### src/rtl/fetch_pkg.sv
// Shared types and defaults for the IF stage of the 20-bit core.
package fetch_pkg;

  localparam int PC_W_DEF    = 15;
  localparam int INSTR_W_DEF = 20;
  localparam logic [INSTR_W_DEF-1:0] NOP_INSTR = 20'h00000;

  typedef enum logic [1:0] {
    S_RST,
    S_REQ,
    S_DROP,
    S_HELD
  } fetch_state_t;

endpackage

### src/rtl/fetch_skid_buf.sv
// One-entry {instr, pc} holding register used when a fetch completes under a decode stall.
module fetch_skid_buf #(
  parameter int PC_W    = 15,
  parameter int INSTR_W = 20
) (
  input  logic               clk,
  input  logic               reset,
  input  logic               load_i,
  input  logic               clear_i,
  input  logic [INSTR_W-1:0] instr_i,
  input  logic [PC_W-1:0]    pc_i,
  output logic               full_o,
  output logic [INSTR_W-1:0] instr_o,
  output logic [PC_W-1:0]    pc_o
);

  logic               full_q, full_d;
  logic [INSTR_W-1:0] instr_q, instr_d;
  logic [PC_W-1:0]    pc_q, pc_d;

  always_comb begin
    full_d  = full_q;
    instr_d = instr_q;
    pc_d    = pc_q;
    if (clear_i) full_d = 1'b0;
    // A load in the same cycle as a clear wins: the entry is refilled.
    if (load_i) begin
      full_d  = 1'b1;
      instr_d = instr_i;
      pc_d    = pc_i;
    end
  end

  always_ff @(posedge clk) begin
    if (reset) begin
      full_q  <= 1'b0;
      instr_q <= '0;
      pc_q    <= '0;
    end else begin
      full_q  <= full_d;
      instr_q <= instr_d;
      pc_q    <= pc_d;
    end
  end

  assign full_o  = full_q;
  assign instr_o = instr_q;
  assign pc_o    = pc_q;

endmodule

### src/rtl/fetch_stage.sv
// IF stage: owns PCF, fetches over a req/ready imem port and drives the IF/ID register.
// Optional macro FETCH_PERF_EN adds FetchCnt/BubbleCnt saturating counters.
module fetch_stage
  import fetch_pkg::*;
#(
  parameter int                 PC_W      = PC_W_DEF,
  parameter int                 INSTR_W   = INSTR_W_DEF,
  parameter logic [PC_W-1:0]    RESET_PC  = '0,
  parameter logic [INSTR_W-1:0] NOP_INSTR = fetch_pkg::NOP_INSTR
) (
  input  logic               clk,
  input  logic               reset,
  input  logic               StallD,
  input  logic               FlushD,
  input  logic               PCSrcE,
  input  logic [PC_W-1:0]    PCTargetE,
  output logic               imem_req,
  output logic [PC_W-1:0]    imem_addr,
  input  logic               imem_ready,
  input  logic [INSTR_W-1:0] imem_rdata,
  output logic [INSTR_W-1:0] InstrD,
  output logic [PC_W-1:0]    PCD,
  output logic [PC_W-1:0]    PCPlus1D,
  output logic               ValidD,
`ifdef FETCH_PERF_EN
  output logic [31:0]        FetchCnt,
  output logic [31:0]        BubbleCnt,
`endif
  output fetch_state_t       dbg_state
);

  // imem handshake: a transfer completes in the cycle imem_req && imem_ready;
  // until then imem_req and imem_addr are held stable and imem_rdata is ignored.
  localparam logic [PC_W-1:0] PC_ONE = PC_W'(1);

  fetch_state_t       state_q, state_d;
  logic [PC_W-1:0]    pcf_q, pcf_d;
  logic [PC_W-1:0]    tgt_q, tgt_d;
  logic [INSTR_W-1:0] instr_q, instr_d;
  logic [PC_W-1:0]    pcd_q, pcd_d;
  logic [PC_W-1:0]    pcp1_q, pcp1_d;
  logic               valid_q, valid_d;

  logic               fire;
  logic               skid_load, skid_clear, skid_full;
  logic [INSTR_W-1:0] skid_instr;
  logic [PC_W-1:0]    skid_pc;
  logic               load_en;
  logic [INSTR_W-1:0] load_instr;
  logic [PC_W-1:0]    load_pc;

  fetch_skid_buf #(.PC_W(PC_W), .INSTR_W(INSTR_W)) u_skid (
    .clk     (clk),
    .reset   (reset),
    .load_i  (skid_load),
    .clear_i (skid_clear),
    .instr_i (imem_rdata),
    .pc_i    (pcf_q),
    .full_o  (skid_full),
    .instr_o (skid_instr),
    .pc_o    (skid_pc)
  );

  // Reset abandons an outstanding request in the same cycle.
  assign imem_req  = ((state_q == S_REQ) || (state_q == S_DROP)) && !reset;
  assign imem_addr = pcf_q;
  assign fire      = imem_req && imem_ready;

  always_comb begin
    state_d    = state_q;
    pcf_d      = pcf_q;
    tgt_d      = tgt_q;
    skid_load  = 1'b0;
    skid_clear = 1'b0;
    load_en    = 1'b0;
    load_instr = imem_rdata;
    load_pc    = pcf_q;
    case (state_q)
      S_RST: state_d = S_REQ;
      S_REQ: begin
        if (fire) begin
          if (PCSrcE) begin
            pcf_d = PCTargetE;
          end else if (StallD) begin
            skid_load = 1'b1;
            pcf_d     = pcf_q + PC_ONE;
            state_d   = S_HELD;
          end else begin
            load_en = 1'b1;
            pcf_d   = pcf_q + PC_ONE;
          end
        end else if (PCSrcE) begin
          tgt_d   = PCTargetE;
          state_d = S_DROP;
        end
      end
      S_DROP: begin
        if (PCSrcE) tgt_d = PCTargetE;
        if (fire) begin
          pcf_d   = PCSrcE ? PCTargetE : tgt_q;
          state_d = S_REQ;
        end
      end
      S_HELD: begin
        // A redirect means the parked word is wrong-path, so it beats release.
        if (PCSrcE) begin
          skid_clear = 1'b1;
          pcf_d      = PCTargetE;
          state_d    = S_REQ;
        end else if (!StallD) begin
          load_en    = skid_full;
          load_instr = skid_instr;
          load_pc    = skid_pc;
          skid_clear = 1'b1;
          state_d    = S_REQ;
        end
      end
      default: state_d = S_RST;
    endcase
  end

  always_comb begin
    instr_d = instr_q;
    pcd_d   = pcd_q;
    pcp1_d  = pcp1_q;
    valid_d = valid_q;
    if (FlushD) begin
      instr_d = NOP_INSTR;
      valid_d = 1'b0;
    end else if (StallD) begin
      valid_d = valid_q;
    end else if (load_en) begin
      instr_d = load_instr;
      pcd_d   = load_pc;
      pcp1_d  = load_pc + PC_ONE;
      valid_d = 1'b1;
    end else begin
      instr_d = NOP_INSTR;
      valid_d = 1'b0;
    end
  end

  always_ff @(posedge clk) begin
    if (reset) begin
      state_q <= S_RST;
      pcf_q   <= RESET_PC;
      tgt_q   <= '0;
      instr_q <= NOP_INSTR;
      pcd_q   <= '0;
      pcp1_q  <= '0;
      valid_q <= 1'b0;
    end else begin
      state_q <= state_d;
      pcf_q   <= pcf_d;
      tgt_q   <= tgt_d;
      instr_q <= instr_d;
      pcd_q   <= pcd_d;
      pcp1_q  <= pcp1_d;
      valid_q <= valid_d;
    end
  end

  assign InstrD    = instr_q;
  assign PCD       = pcd_q;
  assign PCPlus1D  = pcp1_q;
  assign ValidD    = valid_q;
  assign dbg_state = state_q;

`ifdef FETCH_PERF_EN
  logic [31:0] fetch_cnt_q, fetch_cnt_d;
  logic [31:0] bubble_cnt_q, bubble_cnt_d;

  always_comb begin
    fetch_cnt_d  = fetch_cnt_q;
    bubble_cnt_d = bubble_cnt_q;
    if (load_en && !FlushD && !StallD && (fetch_cnt_q != '1))
      fetch_cnt_d = fetch_cnt_q + 32'd1;
    if (!valid_d && (bubble_cnt_q != '1))
      bubble_cnt_d = bubble_cnt_q + 32'd1;
  end

  always_ff @(posedge clk) begin
    if (reset) begin
      fetch_cnt_q  <= '0;
      bubble_cnt_q <= '0;
    end else begin
      fetch_cnt_q  <= fetch_cnt_d;
      bubble_cnt_q <= bubble_cnt_d;
    end
  end

  assign FetchCnt  = fetch_cnt_q;
  assign BubbleCnt = bubble_cnt_q;
`endif

endmodule

### config.mk
export PLATFORM = sky130hd
export DESIGN_NAME = fetch_stage
export DESIGN_NICKNAME = d
export VERILOG_FILES = /design/src/rtl/fetch_pkg.sv /design/src/rtl/fetch_skid_buf.sv /design/src/rtl/fetch_stage.sv
export SDC_FILE = /design/constraint.sdc
export NUM_CORES = 1
export LEC_CHECK = 0
export CAP_MARGIN = 20
export CELL_PAD_IN_SITES_DETAIL_PLACEMENT = 0
export CELL_PAD_IN_SITES_GLOBAL_PLACEMENT = 2
export CORE_ASPECT_RATIO = 0.75
export CORE_MARGIN = 5
export CORE_UTILIZATION = 34
export DETAILED_ROUTE_END_ITERATION = 8
export PLACE_DENSITY_LB_ADDON = 0.2
export RECOVER_POWER = 100
export SLEW_MARGIN = 15
export SYNTH_ARGS = -nofsm -noshare
export SYNTH_HDL_FRONTEND = slang
export SYNTH_HIERARCHICAL = 1
export SYNTH_SLANG_ARGS = --single-unit
### constraint.sdc
create_clock -name clk -period 6.67 [get_ports clk]
set_input_delay 0.667 -clock clk [delete_from_list [all_inputs] [get_ports clk]]
set_output_delay 0.667 -clock clk [all_outputs]
set_load 0.02 [all_outputs]
## Word level (Yosys, flattened, before mapping)

Index checks and enable logic that the tools add are counted.

| storage, ports and cells | value |
|---|---|
| bits in registers | 119 |
| input port bits | 41 |
| output and inout port bits | 69 |
| logic and storage cells | 75 |

| operators by class | value |
|---|---|
| $add $sub $neg | 2 |
| equality and inequality tests | 11 |
| multiplexer cells | 37 |
| bitwise gates (word level) | 2 |
| reductions and logical operators | 13 |

Operators with widths:

| kind | number |
|---|---|
| two-way mux 15 bit | 9 |
| two-way mux 20 bit | 3 |
| case mux 15 bit (3 select lines) | 1 |
| adder 15 x 1 -> 15 bit, second input constant | 2 |
| case mux 15 bit (2 select lines) | 1 |
| two-way mux 1 bit | 14 |
| two-way mux 2 bit | 7 |
| != test 3 bit, second input constant | 4 |
| != test 2 bit, second input constant | 4 |
| case mux 2 bit (4 select lines) | 1 |
| AND reduction 5 bit | 1 |
| == test 2 bit, second input constant | 2 |
| AND reduction 4 bit | 1 |
| nonzero test 2 bit | 2 |
| AND reduction 3 bit | 1 |
| nonzero test 3 bit | 1 |
| == test 2 x 1 -> 1 bit, second input constant | 1 |
| logical AND 1 bit | 2 |
| logical NOT 2 bit | 1 |
| NOT 1 bit | 2 |
| case mux 1 bit (2 select lines) | 1 |
| AND reduction 2 bit | 1 |
| OR reduction 2 bit | 1 |
| logical NOT 1 bit | 1 |
| logical OR 1 bit | 1 |

## Longest topological paths before layout

| logic depth | value |
|---|---|
| depth in word-level cells | 7 |
| depth in mapped cells | 13 |
| mapped depth without buffers | 10 |

## Hierarchy

The synthesis kept the hierarchy.

By module, submodules not included:

| module | instances | cells each | area each (sq um) | seq. area each (sq um) |
|---|---|---|---|---|
| fetch_stage | 1 | 537 | 4,560.6 | 1,661.6 |
| fetch_skid_buf | 1 | 117 | 1,306.3 | 720.7 |

## Least setup slack after synthesis

No wires, ideal clock.

| timing | value |
|---|---|
| kind | flip-flop to flip-flop |
| start point | reg state_q[1], in the netlist dbg_state[1] |
| end point | reg pcp1_q[12], in the netlist PCPlus1D[12] |
| library setup time | 0.086 ns |
| data arrival time | 2.478 ns |
| required time | 6.584 ns |
| path slack | 4.106 ns |
| stages on the path, launching flop included | 13 |
| path buffers | 3 |
| clock period less this slack | 2.564 ns |
| path through | dfxtp_1 > ha_1 > buf_6 > nor3b_4 > buf_4 > mux2i_1 > inv_1 > ha_1 > clkbuf_1 > nand3_1 > o32ai_1 > xor2_1 > a211oi_1 |

| between the ends | value |
|---|---|
| elaborated cells on any way between the ends | 11 |
| classes of those cells | 1 x add/sub; 3 x eq/ne; 3 x mux; 4 x reduce/logical |

RTL lines:

| what | line | RTL |
|---|---|---|
| from (decl) | fetch_stage.sv:36 | `fetch_state_t state_q, state_d;` |
| from (signal assigned) | fetch_stage.sv:153 | `state_q <= state_d;` |
| == test 2 bit | fetch_stage.sv:78 | `case (state_q)` |
| two-way mux 15 bit | fetch_stage.sv:78 |  |
| via load_pc[0] | fetch_stage.sv:50 | `logic [PC_W-1:0] load_pc;` |
| adder 15 x 1 -> 15 bit | fetch_stage.sv:135 | `pcp1_d = load_pc + PC_ONE;` |
| to (signal assigned) | fetch_stage.sv:158 | `pcp1_q <= pcp1_d;` |
| to (decl) | fetch_stage.sv:41 | `logic [PC_W-1:0] pcp1_q, pcp1_d;` |

The timed path passes the listed nets, and every way through them passes these cells.
A chain may end at the register's enable or synchronous reset.

## Final worst setup path

| timing | value |
|---|---|
| start point | in PCSrcE |
| end point | reg u_skid.pc_q[5], in the netlist u_skid/pc_o[5] |

| between the ends | value |
|---|---|
| longest elaborated chain between the ends | 3 |

RTL lines:

| what | line | RTL |
|---|---|---|
| from (decl) | fetch_stage.sv:15 | `input logic PCSrcE,` |
| two-way mux 1 bit | fetch_stage.sv:82 | `if (PCSrcE) begin` |
| two-way mux 1 bit | fetch_stage.sv:81 | `if (fire) begin` |
| two-way mux 1 bit | fetch_stage.sv:78 |  |
| via skid_load | fetch_stage.sv:45 | `logic skid_load, skid_clear, skid_full;` |
| to (signal assigned) | fetch_skid_buf.sv:42 | `pc_q <= pc_d;` |
| to (decl) | fetch_skid_buf.sv:19 | `logic [PC_W-1:0] pc_q, pc_d;` |

The timed path passes the listed nets, and every way through them passes these cells.

==> run_results.csv <==
group,metric,value,unit
power,powerDensity,322.9,mW/mm2
floorplanning,coreArea,0.01688,mm2
worst_hold_path,worstHoldPathCells,2,
drt,ant_nets,0,
worst_setup_path,cp-start-kind,"primary input",
floorplanning,ios,110,
placed_design,dp_hpwl,12000,um
clock_tree,clockRootBuffer,"clkbuf_16",
timing,finalSetupViolations,0,
status,status,"finished, violations left",
synth,yosysWarningCount,6,
timing,tightestPinTransition,2.677,ns
placed_design,place.port_buffers,109,
floorplanning,rows,41,
clock_tree,cts_tree,"done",
worst_setup_path,worstRegToRegCells,7,
floorplanning,dieArea,0.02001,mm2
global_route,grt_max_degree,81,
timing,fin_skew,0.01210,ns
global_route,antenna_found_initial,0,
status,violations,"capacitance limit, slew limit",
synth,syn-num-nets,702,
worst_setup_path,crit_required,6.93,ns
clock_tree,cts_buffers,17,
global_route,grt_pass1_wl,27340,um
timing,setup_tns,0,ns
power,p_total,2.412,mW
synth,async_flop_share,0,%
clock_tree,cts-hold-fix-buffers,0,
drt,drt_pre_antenna_iters,5,
timing,finalHoldViolations,0,
power,vdd_drop_max,172.7,uV
worst_setup_path,cp-end-kind,"flop",
synth,synth-edff-count,0,
final_layout,antennaDiodeCount,0,
synth,synth_seq_area_share,40.61,%
clock_tree,post_cts_buffers,0,
synth,synth_common_cells,"dfxtp_1 (119), nor2_1 (112), mux2i_1 (78), nand2_1 (52)",
drt,drtIter0Drc,372,
drt,wl_per_cell,17.74,um
timing,finalCritPeriodShare,62.86,%
synth,syn_area_per_cell,8.971,um2
floorplanning,die_h,123.8,um
synth,ys_ff_latch,119,
clock_tree,clk_latency,0.41,ns
worst_setup_path,path_class,"in2reg",
job,drv_cap,2,
timing,slew_violations,80,
clock_tree,cts_resized,0,
synth,netlist_instances,654,
placed_design,dpl_worst_slack,3.107,ns
timing,timing.slew.headroom,-78.44,%
timing,fin_hold_ws,0.4475,ns
drt,post-route-drc-count,0,
drt,drt-vias-per-instance,5.297,
worst_setup_path,cp_max_fo,36,
worst_setup_path,cp.arrival,4.45,ns
timing,rsz0062_at_grt,"false",
power,p_leak,2.696,nW
placed_design,place.gp.congestion,0.8227,
placed_design,dpl.cell_count,932,
clock_tree,clkTransAtPathRegs,0.05,ns
synth,synth_area_leaders,"dfxtp_1 (41%), mux2i_1 (13%), nor2_1 (7.2%)",
final_layout,layout.cells.non_filler,963,
global_route,grt_pass1_vias,5009,
global_route,grt.overflow.total,0,
timing,worst_slack,2.477,ns
synth,synth_flop_cell,"dfxtp_1",
synth,yosysTopAreaCell,"dfxtp_1",
synth,netlist.area_leader.share,40.61,%
clock_tree,cts_sinks,119,
clock_tree,htreeDepth,4,
final_layout,final_layout_size_suffix_gt1_share,6.016,%
drt,routed-via-count,5101,
synth,synthDistinctLibCells,65,
worst_hold_path,min_path_type,"reg2reg",
timing,finalCriticalPeriod,4.193,ns
final_layout,synthToLayoutAreaGrowth,27.34,%
synth,synth.most_common_cell,"dfxtp_1",
floorplanning,dieWidth,161.7,um
clock_tree,ctsLongestPathBuffers,2,
final_layout,nNetsFinal,784,
floorplanning,initial_utilization,34.76,%
synth,synth.cell_area,0.005867,mm2
drt,wl,17090,um
timing,max_freq,0.2385,GHz
global_route,grt_usage,17.23,%
[worst max-delay path: stages]
cell,delay [ns]
dlygate4sd3_1,0.83
clkinv_1,0.33
nand2_1,0.15
nor2_4,0.12
clkbuf_1,1.90
mux2i_1,0.33
nor2_1,0.08
[cell type report]
type                    instances  area, um2
repair buffers                116       1126
fillers                      1665       9407
flip-flops and latches        119       2382
multi-input cells             473       3118
inverters                       9      33.78
well taps                     215      269.0
clock inverters                 9      77.57
clock buffers                  22      464.2
[worst paths after layout]
kind / start / slack [ns] / to
setup / recovery: PCSrcE / 2.48 / u_skid/pc_o[5]
hold / removal: ValidD / 0.45 / ValidD
setup reg to reg: dbg_state[1] / 2.92 / u_skid/pc_o[5]
hold reg to reg: ValidD / 0.45 / ValidD
[metrics by stage]
stage	area (um2)	utilization, %
floorplan	5867	-
detailed placement	6964	41.26
CTS	7506	44.47
global route	7471	44.27
finish	7471	44.27
global placement	6964	41.26
[flip-flops by register name (all words and copies together) (netlist names)]
register,flops
InstrD,20
PCD,15
PCPlus1D,15
ValidD,1
dbg_state,2
imem_addr,15
tgt_q,15
u_skid/full_o,1
u_skid/instr_o,20
u_skid/pc_o,15
[per-layer routing]
metal  vias up  wire length, um  track usage, %
li1       2519                -               -
met1      2425             8670           24.70
met2       135             7324           25.76
met3        22              865           3.870
met4         0              227           5.705
met5         -                0               0
[report_power, final]
group | total (mW) | internal [mW] | switching, mW
clock network | 0.850 | 0.526 | 0.324
registers | 0.894 | 0.774 | 0.120
logic | 0.669 | 0.282 | 0.387
total | 2.41 | 1.58 | 0.831
[cell families after synthesis]
family          count (synthesis)  synth area share [%]
mux                            78                 13.31
buf+inv                        62                 6.078
compound gates                128                 16.02
flops                         119                 40.61
xor+xnor                       17                 2.538
fa+ha+maj                       7                 1.493
simple gates                  243                 19.96
[placed cells by master (no fill, tap or decap), types with 4 or more instances in the layout]
master and instances:
dfxtp_1 119, nor2_1 111, mux2i_1 78, dlygate4sd3_1 70, nand2_1 52, clkdlybuf4s50_1 38, o21ai_0 22, a2bb2oi_1 22
a21oi_1 20, clkbuf_16 17, nand3_1 15, a211oi_1 14, nor3_1 14, xnor2_1 9, inv_1 8, xor2_1 8
ha_1 7, clkbuf_1 7, nand4_1 6, o211ai_1 6, nand3b_1 5, or3_1 5, a311oi_1 5, clkinv_2 5
and3_1 4, and4_1 4, a22oi_1 4, a221oi_1 4, a22o_1 4, buf_4 4
Note: power is estimated with default switching activity, not from simulation.
